**src/rtl/alu_mdu_if.sv**
```systemverilog
// Request/response bundle for alu_mdu.
// master drives requests and out_ready; slave (the block) drives the result side.
interface alu_mdu_if #(
    parameter int WIDTH = 32
);
    logic             in_valid;
    logic             in_ready;
    logic [3:0]       op;
    logic [WIDTH-1:0] a;
    logic [WIDTH-1:0] b;
    logic             out_valid;
    logic             out_ready;
    logic [WIDTH-1:0] result;
    logic [WIDTH-1:0] result_hi;
    logic             zero;
    logic             ovf;
    logic             dbz;
    logic             illegal;

    modport master (
        output in_valid, op, a, b, out_ready,
        input  in_ready, out_valid, result, result_hi,
        input  zero, ovf, dbz, illegal
    );

    modport slave (
        input  in_valid, op, a, b, out_ready,
        output in_ready, out_valid, result, result_hi,
        output zero, ovf, dbz, illegal
    );
endinterface

```
**src/rtl/alu_mdu.sv**
```systemverilog
// ALU with optional iterative unsigned multiply/divide (macro ALU_MDU_MULDIV_EN).
// Ports: clk, rst (sync, active-high), bus (alu_mdu_if.slave: request a/b/op, registered result/flags).
module alu_mdu #(
    parameter int WIDTH = 32
) (
    input logic      clk,
    input logic      rst,
    alu_mdu_if.slave bus
);
    localparam logic [3:0] OP_AND = 4'b0000;
    localparam logic [3:0] OP_OR  = 4'b0001;
    localparam logic [3:0] OP_ADD = 4'b0010;
    localparam logic [3:0] OP_XOR = 4'b0011;
    localparam logic [3:0] OP_NOR = 4'b0100;
    localparam logic [3:0] OP_SUB = 4'b0110;
    localparam logic [3:0] OP_SLT = 4'b0111;

    typedef enum logic [1:0] {
        IDLE,
        BUSY,
        DONE
    } state_t;

    state_t           state_q, state_d;
    logic [WIDTH-1:0] result_q, result_d;
    logic [WIDTH-1:0] hi_q, hi_d;
    logic             zero_q, zero_d;
    logic             ovf_q, ovf_d;
    logic             dbz_q, dbz_d;
    logic             ill_q, ill_d;

    logic [WIDTH-1:0] sum, diff;
    logic [WIDTH-1:0] alu_res, alu_hi;
    logic             alu_ovf, alu_dbz, alu_ill;

    assign sum  = bus.a + bus.b;
    assign diff = bus.a - bus.b;

`ifdef ALU_MDU_MULDIV_EN
    localparam logic [3:0] OP_MULTU = 4'b1000;
    localparam logic [3:0] OP_DIVU  = 4'b1001;
    localparam int         CW       = $clog2(WIDTH);

    logic             alu_mdu;
    logic [CW-1:0]    cnt_q, cnt_d;
    logic [WIDTH-1:0] opnd_q, opnd_d;
    logic [WIDTH-1:0] wh_q, wh_d;
    logic [WIDTH-1:0] wl_q, wl_d;
    logic             div_q, div_d;
    logic [WIDTH:0]   m_sum, d_rem, d_try;
    logic [WIDTH-1:0] it_hi, it_lo;

    // One iteration. Multiply: {wh,wl} holds partial product over the
    // multiplier, shifted right each step. Divide: wh is the partial
    // remainder, wl shifts dividend bits out and quotient bits in.
    always_comb begin
        m_sum = {1'b0, wh_q} + (wl_q[0] ? {1'b0, opnd_q} : '0);
        d_rem = {wh_q, wl_q[WIDTH-1]};
        d_try = d_rem - {1'b0, opnd_q};
        if (div_q) begin
            if (d_try[WIDTH]) begin
                it_hi = d_rem[WIDTH-1:0];
                it_lo = {wl_q[WIDTH-2:0], 1'b0};
            end else begin
                it_hi = d_try[WIDTH-1:0];
                it_lo = {wl_q[WIDTH-2:0], 1'b1};
            end
        end else begin
            it_hi = m_sum[WIDTH:1];
            it_lo = {m_sum[0], wl_q[WIDTH-1:1]};
        end
    end
`endif

    // Single-cycle result, also covers illegal codes and divide by zero
    always_comb begin
        alu_res = '0;
        alu_hi  = '0;
        alu_ovf = 1'b0;
        alu_dbz = 1'b0;
        alu_ill = 1'b0;
`ifdef ALU_MDU_MULDIV_EN
        alu_mdu = 1'b0;
`endif
        unique case (bus.op)
            OP_AND: alu_res = bus.a & bus.b;
            OP_OR:  alu_res = bus.a | bus.b;
            OP_XOR: alu_res = bus.a ^ bus.b;
            OP_NOR: alu_res = ~(bus.a | bus.b);
            OP_ADD: begin
                alu_res = sum;
                alu_ovf = (bus.a[WIDTH-1] == bus.b[WIDTH-1]) &&
                          (sum[WIDTH-1] != bus.a[WIDTH-1]);
            end
            OP_SUB: begin
                alu_res = diff;
                alu_ovf = (bus.a[WIDTH-1] != bus.b[WIDTH-1]) &&
                          (diff[WIDTH-1] != bus.a[WIDTH-1]);
            end
            OP_SLT: alu_res = {{(WIDTH-1){1'b0}},
                               $signed(bus.a) < $signed(bus.b)};
`ifdef ALU_MDU_MULDIV_EN
            OP_MULTU: alu_mdu = 1'b1;
            OP_DIVU: begin
                if (bus.b == '0) begin
                    alu_res = '1;
                    alu_hi  = bus.a;
                    alu_dbz = 1'b1;
                end else begin
                    alu_mdu = 1'b1;
                end
            end
`endif
            default: alu_ill = 1'b1;
        endcase
    end

    always_comb begin
        state_d  = state_q;
        result_d = result_q;
        hi_d     = hi_q;
        zero_d   = zero_q;
        ovf_d    = ovf_q;
        dbz_d    = dbz_q;
        ill_d    = ill_q;
`ifdef ALU_MDU_MULDIV_EN
        cnt_d    = cnt_q;
        opnd_d   = opnd_q;
        wh_d     = wh_q;
        wl_d     = wl_q;
        div_d    = div_q;
`endif
        unique case (state_q)
            IDLE: begin
                if (bus.in_valid) begin
                    state_d  = DONE;
                    result_d = alu_res;
                    hi_d     = alu_hi;
                    zero_d   = (alu_res == '0);
                    ovf_d    = alu_ovf;
                    dbz_d    = alu_dbz;
                    ill_d    = alu_ill;
`ifdef ALU_MDU_MULDIV_EN
                    if (alu_mdu) begin
                        state_d = BUSY;
                        cnt_d   = '0;
                        div_d   = bus.op[0];
                        wh_d    = '0;
                        opnd_d  = bus.op[0] ? bus.b : bus.a;
                        wl_d    = bus.op[0] ? bus.a : bus.b;
                    end
`endif
                end
            end
            BUSY: begin
`ifdef ALU_MDU_MULDIV_EN
                wh_d  = it_hi;
                wl_d  = it_lo;
                cnt_d = cnt_q + 1'b1;
                if (cnt_q == CW'(WIDTH - 1)) begin
                    state_d  = DONE;
                    result_d = it_lo;
                    hi_d     = it_hi;
                    zero_d   = (it_lo == '0);
                    ovf_d    = 1'b0;
                    dbz_d    = 1'b0;
                    ill_d    = 1'b0;
                end
`else
                state_d = IDLE;
`endif
            end
            DONE: begin
                if (bus.out_ready) state_d = IDLE;
            end
            default: state_d = IDLE;
        endcase
    end

    always_ff @(posedge clk) begin
        if (rst) begin
            state_q  <= IDLE;
            result_q <= '0;
            hi_q     <= '0;
            zero_q   <= 1'b0;
            ovf_q    <= 1'b0;
            dbz_q    <= 1'b0;
            ill_q    <= 1'b0;
`ifdef ALU_MDU_MULDIV_EN
            cnt_q    <= '0;
            opnd_q   <= '0;
            wh_q     <= '0;
            wl_q     <= '0;
            div_q    <= 1'b0;
`endif
        end else begin
            state_q  <= state_d;
            result_q <= result_d;
            hi_q     <= hi_d;
            zero_q   <= zero_d;
            ovf_q    <= ovf_d;
            dbz_q    <= dbz_d;
            ill_q    <= ill_d;
`ifdef ALU_MDU_MULDIV_EN
            cnt_q    <= cnt_d;
            opnd_q   <= opnd_d;
            wh_q     <= wh_d;
            wl_q     <= wl_d;
            div_q    <= div_d;
`endif
        end
    end

    assign bus.in_ready  = (state_q == IDLE);
    assign bus.out_valid = (state_q == DONE);
    assign bus.result    = result_q;
    assign bus.result_hi = hi_q;
    assign bus.zero      = zero_q;
    assign bus.ovf       = ovf_q;
    assign bus.dbz       = dbz_q;
    assign bus.illegal   = ill_q;
endmodule

```
**src/flat_wrapper.sv**
```systemverilog
// flat-port wrapper written by rule: the top's interface ports become plain ports
module alu_mdu_flat 
#(
    parameter int WIDTH = 32
)
  (clk, rst, bus_in_valid, bus_op, bus_a, bus_b, bus_out_ready, bus_in_ready, bus_out_valid, bus_result, bus_result_hi, bus_zero, bus_ovf, bus_dbz, bus_illegal);
  alu_mdu_if #(.WIDTH(WIDTH)) bus_i ();
  input logic clk;
  input logic rst;
  input wire logic [$bits(bus_i.in_valid)-1:0] bus_in_valid;
  input wire logic [$bits(bus_i.op)-1:0] bus_op;
  input wire logic [$bits(bus_i.a)-1:0] bus_a;
  input wire logic [$bits(bus_i.b)-1:0] bus_b;
  input wire logic [$bits(bus_i.out_ready)-1:0] bus_out_ready;
  output wire logic [$bits(bus_i.in_ready)-1:0] bus_in_ready;
  output wire logic [$bits(bus_i.out_valid)-1:0] bus_out_valid;
  output wire logic [$bits(bus_i.result)-1:0] bus_result;
  output wire logic [$bits(bus_i.result_hi)-1:0] bus_result_hi;
  output wire logic [$bits(bus_i.zero)-1:0] bus_zero;
  output wire logic [$bits(bus_i.ovf)-1:0] bus_ovf;
  output wire logic [$bits(bus_i.dbz)-1:0] bus_dbz;
  output wire logic [$bits(bus_i.illegal)-1:0] bus_illegal;
  assign bus_i.in_valid = bus_in_valid;
  assign bus_i.op = bus_op;
  assign bus_i.a = bus_a;
  assign bus_i.b = bus_b;
  assign bus_i.out_ready = bus_out_ready;
  assign bus_in_ready = bus_i.in_ready;
  assign bus_out_valid = bus_i.out_valid;
  assign bus_result = bus_i.result;
  assign bus_result_hi = bus_i.result_hi;
  assign bus_zero = bus_i.zero;
  assign bus_ovf = bus_i.ovf;
  assign bus_dbz = bus_i.dbz;
  assign bus_illegal = bus_i.illegal;
  alu_mdu #(.WIDTH(WIDTH)) u_core (.clk(clk), .rst(rst), .bus(bus_i));
endmodule
```
**config.mk**
```make
export PLATFORM = sky130hd
export DESIGN_NAME = alu_mdu_flat
export DESIGN_NICKNAME = d
export VERILOG_FILES = /design/src/rtl/alu_mdu_if.sv /design/src/rtl/alu_mdu.sv /design/src/flat_wrapper.sv
export SDC_FILE = /design/constraint.sdc
export NUM_CORES = 1
export LEC_CHECK = 0
export CAP_MARGIN = 20
export CORE_MARGIN = 8
export CORE_UTILIZATION = 45
export CTS_CLUSTER_DIAMETER = 50
export DETAILED_ROUTE_END_ITERATION = 16
export PLACE_DENSITY = 0.74
export RECOVER_POWER = 50
export SLEW_MARGIN = 10
export SYNTH_ARGS = -nofsm -noshare
export SYNTH_HDL_FRONTEND = slang
export SYNTH_SLANG_ARGS = --single-unit
```
**constraint.sdc**
```tcl
create_clock -name clk -period 3.7 [get_ports clk]
set_input_delay 0.37 -clock clk [delete_from_list [all_inputs] [get_ports clk]]
set_output_delay 0.37 -clock clk [all_outputs]
set_load 0.005 [all_outputs]
```
# Yosys cells after proc, flatten, opt, wreduce, memory -nomap -nowiden
# Index checks and enable logic that the tools add are counted.
[word_totals] output_inout_bits=70 regBits=37 input_bits=72 word_cells=39
[op_classes] bitwise=4 add_sub_neg=2 eq_ne=13 mux=6 reduce_logical=8 order_cmp=1
[op_table] cell="one-hot mux 32 bit (7 select lines)" count=1
[op_table] cell="adder 32 bit" count=1
[op_table] cell="bitwise AND 32 bit" count=1
[op_table] cell="zero test 32 bit" count=1
[op_table] cell="< comparator 32 bit" count=1
[op_table] cell="inverter 32 bit" count=1
[op_table] cell="OR 32 bit" count=1
[op_table] cell="subtractor 32 bit" count=1
[op_table] cell="XOR 32 bit" count=1
[op_table] cell="equality test 4 x 3 -> 1 bit, second input constant" count=3
[op_table] cell="equality test 4 x 2 -> 1 bit, second input constant" count=2
[op_table] cell="OR reduction 7 bit" count=1
[op_table] cell="equality test 4 x 1 -> 1 bit, second input constant" count=1
[op_table] cell="zero test 4 bit" count=1
[op_table] cell="2-to-1 mux 2 bit" count=2
[op_table] cell="!= test 2 bit, second input constant" count=2
[op_table] cell="one-hot mux 2 bit (2 select lines)" count=1
[op_table] cell="AND reduction 2 bit" count=2
[op_table] cell="!= test 1 bit" count=3
[op_table] cell="equality test 2 bit, second input constant" count=1
[op_table] cell="logical AND 1 bit" count=2
[op_table] cell="zero test 2 bit" count=1
[op_table] cell="one-hot mux 1 bit (2 select lines)" count=1
[op_table] cell="equality test 1 bit" count=1
[op_table] cell="2-to-1 mux 1 bit" count=1

# Logic depth before layout (Yosys ltp)
# Gate-level depths: netlist of run 1.
[depth] ltp_word=4 ltp_mapped=15 ltp_nobuf=15

# Worst setup path before layout of run 1
# OpenSTA, ideal clock, no wires.
[synth_timing] path_kind="input port to flip-flop" startpoint="in bus_b[0]" endpoint="reg u_core.zero_q (netlist: u_core.bus.zero)" setup_time_ps=96 t_required_ps=3604 path_buffers=0 slack_ps=617 path_stages=13 arrival_time_ps=2987 path_cell_list="ha_1 -> fa_1 -> a21o_1 -> nand4_1 -> a311o_1 -> a31oi_1 -> o41ai_1 -> o21a_1 -> mux2i_1 -> a21oi_1 -> and4b_1 -> nand4_1 -> o41ai_2"
[synth_via] elab_chain_len=4 elab_cells_between_ends=9 cone_classes="2 x add/sub; 1 x order compare; 1 x mux; 4 x bitwise; 1 x reduce/logical"
[synth_rtl] element="from (decl)" line="flat_wrapper.sv:13" rtl="input wire logic [$bits(bus_i.b)-1:0] bus_b;"
[synth_rtl] element="branches (longest 2 deep; another with subtractor 32 bit)"
[synth_rtl] element="one-hot mux 32 bit (7 select lines) *" line="alu_mdu.sv:85" rtl="unique case (bus.op)"
[synth_rtl] element="zero test 32 bit *" line="alu_mdu.sv:139" rtl="zero_d = (alu_res == '0);"
[synth_rtl] element="to (signal assigned)" line="alu_mdu.sv:200" rtl="zero_q <= zero_d;"
[synth_rtl] element="to (decl)" line="alu_mdu.sv:27" rtl="logic zero_q, zero_d;"
# Every way passes the cells marked *.
# A chain may end at the register's enable or synchronous reset.

# Worst setup path in the final report of run 1
[layout_timing] startpoint="in bus_b[17]" endpoint="reg u_core.zero_q (netlist: u_core.bus.zero)"
# The elaborated chain is that of the path after synthesis.

==> impl_metrics.yaml, run 1 <==
status:
  status: "finished clean"
setup_path:
  end_kind: "flop"
  r2r_end: "u_core.bus.zero"
  cp-startpoint: "bus_b[17]"
  crit_type: "in -> reg"
  critical_path_arrival_ns: 3.89
  cp-start-kind: "primary input"
  reg2reg_depth: 10
  r2r_slack_ns: 1.38
  cp.required_ns: 3.89
  worst-path-max-fanout: 3
  r2r-start: "u_core.state_q[1]"
placement:
  post-dp-hpwl_um: 25430
  post_dp_cell_area_um2: 10580
  placed_cells: 1607
  gp_congestion: 1.016
  io_buffers: 108
final_layout:
  nets: 1574
  nFillCells: 1438
  antenna_cells: 0
  post-route-util_pct: 66.92
  synthToLayoutAreaGrowth_pct: 45.91
  design_area_um2: 11060
  seq_area_um2: 720.7
  multi_input_comb_area_um2: 6291
  layout-drive-gt1-share_pct: 25.94
  fin_cells: 1623
cts:
  clock_latency_ns: 0.28
  cts_tree: "built"
  clock-root-buffer: "clkbuf_16"
  clk_pin_slew_ns: 0.06
  cts_buffers: 5
  cts_buffer_depth: 2
  clock-sinks: 36
  h-tree-depth: 2
pwr:
  power_density_nw_per_um2: 227.6
  p_leak_nw: 5.256
  ir_drop_v: 0.0001991
floorplan:
  rows: 47
  initial_core_util_pct: 45.86
  fp.coreArea_um2: 16520
  ios: 142
  die_h_um: 145.8
  dieArea_um2: 21250
  die_x_um: 145.8
routing:
  wl_per_cell_um: 19.35
  drt_wl_total_um: 31410
  ant_nets: 0
  drc_errors: 0
  drt-initial-drc-count: 911
  num_vias: 9563
  dr.pass1.iters: 6
  viasPerCell: 5.892
logic_synthesis:
  synth.avg_cell_area_um2: 7.050
  async_flop_share_pct: 0
  synth-edff-count: 0
  synthFlopType: "dfxtp_1"
  ys_types: 95
  syn_area_um2: 7579
  yosysWarnings: 0
  syn_inst: 1075
  ys_seq_area_share_pct: 9.510
  ys_ff_latch: 36
sta:
  worst_slew_pin_slew_ns: 1.331
  rsz0062_at_grt: "yes"
  slew_headroom_pct: 11.28
  worst_hold_slack_ns: 0.4520
  setup_violations: 0
  hold_viol: 0
  finalClockSkew_ns: 0.007297
  drv_slew: 0
  period_share_pct: 99.98
  period_needed_ns: 3.699
  max_freq_mhz: 270.3
worst_hold_path:
  hold_class: "reg -> reg"
  whs_endpoint: "u_core.bus.result[15]"
  hp-start: "u_core.bus.result[15]"
  hold_depth: 2
global_routing:
  grt_pass1_vias: 9319
  grt_overflow: 0
  grt_max_degree: 48
  grt.total_usage_pct: 28.13
  grt_pass1_wl_um: 49740
  antenna_found_initial: 0
job:
  max-cap-violations: 0
how the worst max path moves through the flow:
stage                            end  slack, ns  cells past startpoint
2_1_floorplan        u_core.bus.zero       0.62                     13
3_3_place_gp   u_core.bus.result[21]      -0.55                     15
3_5_place_dp         u_core.bus.zero      -0.46                     17
4_1_cts              u_core.bus.zero      -0.05                     17
5_1_grt              u_core.bus.zero      -0.26                     16
6_report             u_core.bus.zero     0.0008                     15
Yosys cell counts (all sizes together) (12+ instances only):
library cell | number | area [µm²]
o21a | 13 | 97.59
nand4 | 18 | 112.6
nor2 | 100 | 375.4
nand3 | 21 | 105.1
o31ai | 20 | 155.1
or2 | 12 | 75.07
dfxtp | 36 | 720.7
a21oi | 96 | 480.5
o21ai | 50 | 254.0
o21bai | 12 | 90.09
ha | 98 | 1226
a211oi | 33 | 265.3
o211ai | 23 | 182.7
nor3 | 40 | 210.2
mux2i | 17 | 170.2
nor2b | 12 | 82.58
a21o | 12 | 90.09
buf | 66 | 436.7
a31oi | 12 | 96.34
and2 | 13 | 81.33
inv | 96 | 360.3
nand2 | 67 | 254.0
nand2b | 15 | 101.3
o221ai | 17 | 148.9
clkbuf | 34 | 127.6
nor4 | 12 | 81.33
critical path: stages:
cell             delay [ns]
clkdlybuf4s50_1        0.48
inv_1                  0.06
ha_1                   0.32
or3_1                  0.39
a211oi_1               0.31
o31ai_1                0.14
a21oi_2                0.24
o21ai_0                0.18
o21ba_2                0.32
mux2i_1                0.24
buf_4                  0.15
o2111ai_1              0.10
and4b_1                0.27
nand4_1                0.10
o41ai_2                0.21
through the flow:
| stage | setup TNS (ns) | total power, mW | worst slack (ns) |
|---|---|---|---|
| 6_report | 0 | 2.517 | 0.0008304 |
| 5_1_grt | -0.8302 | 2.660 | -0.2580 |
| 4_1_cts | -0.05051 | 2.462 | -0.05051 |
| 3_5_place_dp | -3.965 | 1.967 | -0.4582 |
| 3_3_place_gp | -3.446 | 1.955 | -0.5512 |
| 2_1_floorplan | 0 | 1.242 | 0.6172 |
placed cells by master (no fill, tap or decap), types with 21 or more instances in the layout:
master,count
dlygate4sd3_1,32
ha_1,91
nor3_1,36
a21oi_1,91
dfxtp_1,36
inv_1,90
o21ai_0,43
clkdlybuf4s50_1,66
a211oi_1,29
conb_1,33
buf_4,273
nor2_1,98
o211ai_1,21
nand2_1,66
flip-flops by register name, indices dropped and copies added (netlist names):
signal and cells:
u_core.bus.result 32, u_core.bus.illegal 1, u_core.bus.ovf 1, u_core.bus.zero 1, u_core.state_q 1
layer usage:
metal  track usage [%]  wire length, µm  up-vias
met5                 0                0        -
met4             10.88             1336        0
met3             3.576             2569      118
met2             46.40            14150      542
met1             36.47            13350     4366
li1                  -                -     4537
logic make-up after synthesis:
family / Yosys count / synth area share [%]
other: 1 / 0.04948
AOI/OAI and AO/OA: 376 / 35.50
DFF: 36 / 9.510
muxes: 17 / 2.245
adders and majority gates: 100 / 16.71
and+or+nand+nor: 340 / 22.82
buffers and inverters: 197 / 12.25
xor gates and xnor gates: 8 / 0.9246
power breakdown:
group	internal (mW)	switching, mW	total (mW)
Combinational	0.762	0.841	1.60
Sequential	0.421	0.0188	0.440
Clock	0.317	0.158	0.474
Total	1.50	1.02	2.52
layout make-up:
cell class | count | area share [%]
multi-input combinational | 874 | 56.89
timing repair buffer | 388 | 29.33
sequential | 36 | 6.517
inverter | 97 | 3.293
tap | 220 | 2.489
clock buffer | 6 | 1.165
clock inverter | 2 | 0.3168
timing repair:
action / in CTS / in global routing
hold buffers: 0 / 0
cloned: 0 / 0
pin swaps: 2 / 6
gates resized for setup: 18 / 38
buffers inserted: 0 / 8
setup endpoints to repair: 5 / 11
No activity file was read; power rests on OpenSTA's default activity.
==> run 2, diff against run 1 <==
--- a/config.mk
+++ b/config.mk
@@ -5,6 +5,7 @@
 export SDC_FILE = /design/constraint.sdc
 export NUM_CORES = 1
 export LEC_CHECK = 0
+export ABC_CLOCK_PERIOD_IN_PS = 3700
 export CAP_MARGIN = 20
 export CORE_MARGIN = 8
 export CORE_UTILIZATION = 45
==> constraint.sdc (replaced) <==
create_clock -name clk -period 3.7 [get_ports clk]
set_input_delay 0.74 -clock clk [delete_from_list [all_inputs] [get_ports clk]]
set_output_delay 0.74 -clock clk [all_outputs]
set_load 0.005 [all_outputs]
==> impl_metrics.yaml, run 2 (synthesis gave the netlist of run 1 again) <==
status:
  status: "finished, violations left"
  violations: "negative setup slack"
cts:
  clock-root-buffer: "clkbuf_16"
  h-tree-depth: 2
  cts_tree: "built"
  cts_buffer_depth: 2
  clock_latency_ns: 0.28
  clk_pin_slew_ns: 0.06
  cts_hold_buf: 0
  clock-sinks: 36
  cts_buffers: 5
sta:
  rsz0062_at_grt: "yes"
  worst_slew_pin_slew_ns: 0.9300
  max_freq_mhz: 269.5
  worst_hold_slack_ns: 0.4621
  worst_slack_ns: -0.01051
  drv_slew: 0
  setup_violations: 1
  finalClockSkew_ns: 0.003906
  period_share_pct: 100.3
  hold_viol: 0
  period_needed_ns: 3.711
  slew_headroom_pct: 37.47
  tns_ns: -0.01051
global_routing:
  grt_pass1_wl_um: 56030
  grt_overflow: 0
  grt_pass1_vias: 10450
  grt.total_usage_pct: 31.83
  antenna_found_initial: 0
  grt_max_degree: 48
pwr:
  clkPwrFrac_pct: 14.7
  comb_power_share_pct: 69.7
  swShare_pct: 41.89
  ir_drop_v: 0.0002578
  seqPwrFrac_pct: 15.6
  fin_total_pwr_mw: 2.815
  power_density_nw_per_um2: 220.4
  p_leak_nw: 5.932
  p_int_mw: 1.636
  switchingPower_mw: 1.179
routing:
  viasPerCell: 6.026
  drc_errors: 0
  drt-initial-drc-count: 926
  num_vias: 10590
  drt_wl_total_um: 35870
  ant_nets: 0
  dr.pass1.iters: 7
  wl_per_cell_um: 20.41
placement:
  dp_slack_ns: -0.8277
  placed_cells: 1698
  io_buffers: 108
  gp_congestion: 1.002
  post-dp-hpwl_um: 27790
  post_dp_cell_area_um2: 11280
setup_path:
  cp.required_ns: 3.89
  crit_type: "in -> reg"
  worst-path-max-fanout: 6
  cp-start-kind: "primary input"
  critical_path_arrival_ns: 3.90
  end_kind: "flop"
floorplan:
  die_h_um: 145.8
  ios: 142
  initial_core_util_pct: 45.86
  rows: 47
  fp.coreArea_um2: 16520
  dieArea_um2: 21250
  die_x_um: 145.8
final_layout:
  design_area_um2: 12770
  mostFrequentLayoutCells: "buf_4 (399), nor2_1 (96), a21oi_1 (75)"
  layout-drive-gt1-share_pct: 40.60
  largest_reg_flops: 32
  nets: 1708
  post-route-util_pct: 77.28
  synthToLayoutAreaGrowth_pct: 68.50
  antenna_cells: 0
  fin_cells: 1757
  layout_commonest_cell: "buf_4"
worst_hold_path:
  hold_class: "reg -> reg"
job:
  max-cap-violations: 0
==> run 2: changes by cell type in the layout (fill, tap and decap cells not counted), moves of 6 or more <==
cell and delta:
ha_4 +19, clkdlybuf4s50_1 -32, dlymetal6s2s_1 -7, a211oi_1 -6, a21oi_1 -16, inv_2 +34, a21oi_2 +13, buf_6 +8
ha_1 -24, dlygate4sd2_1 +28, buf_4 +126, inv_1 -35
==> run 2: critical path, cell delays in order <==
cell           delay, ns
dlygate4sd2_1       0.29
inv_2               0.08
ha_4                0.31
nand2_1             0.08
o211ai_1            0.26
a41oi_2             0.20
o21a_1              0.27
a311oi_2            0.38
o31ai_2             0.13
buf_4               0.15
nand3_1             0.10
nand4_1             0.15
nand2b_1            0.19
a22o_1              0.24
o41ai_2             0.32
==> run 2: final cells by class <==
type                    instances  area [µm²]
flip-flops and latches         36       720.7
inverters                      97       366.6
multi-input cells             874        7028
repair buffers                522        4235
fillers                      1199        3755
clock inverters                 3       18.77
clock buffers                   5       125.1
well taps                     220       275.3
==> run 2: final timing paths <==
path                     end  slack, ns               from  cells past startpoint
max          u_core.bus.zero      -0.01          bus_b[18]                     15
min           u_core.bus.ovf       0.46     u_core.bus.ovf                      2
max reg2reg  u_core.bus.zero       1.38  u_core.state_q[1]                     10
min reg2reg   u_core.bus.ovf       0.46     u_core.bus.ovf                      2
==> run 2: power groups by stage <==
stage / registers [mW] / logic, mW / clock network, mW
after floorplan: 0.448 / 0.794 / 0
after global placement: 0.447 / 1.61 / 0
after detailed placement: 0.448 / 1.63 / 0
after CTS: 0.440 / 1.83 / 0.411
after global routing: 0.442 / 2.08 / 0.432
final: 0.439 / 1.96 / 0.414
==> run 2: repair_timing <==
action,4_1_cts,5_1_grt
pin swaps,70,50
setup endpoints to repair,17,9
gates cloned,1,0
buffers inserted,40,11
gates resized for setup,210,65
==> run 2: routing by layer <==
metal	up-vias	routed length, µm	GRT usage [%]
met2	629	16790	54.63
li1	4802	-	-
met5	-	0	0
met3	141	2908	3.762
met4	0	1590	12.75
met1	5015	14580	39.60
==> run 3, diff against run 2 <==
--- a/config.mk
+++ b/config.mk
@@ -13,7 +13,7 @@
 export DETAILED_ROUTE_END_ITERATION = 16
 export PLACE_DENSITY = 0.74
 export RECOVER_POWER = 50
-export SLEW_MARGIN = 10
+export SLEW_MARGIN = 30
 export SYNTH_ARGS = -nofsm -noshare
 export SYNTH_HDL_FRONTEND = slang
 export SYNTH_SLANG_ARGS = --single-unit
==> results of run 3 <==
Final layout, timing and power as in run 2 (identical DEF).
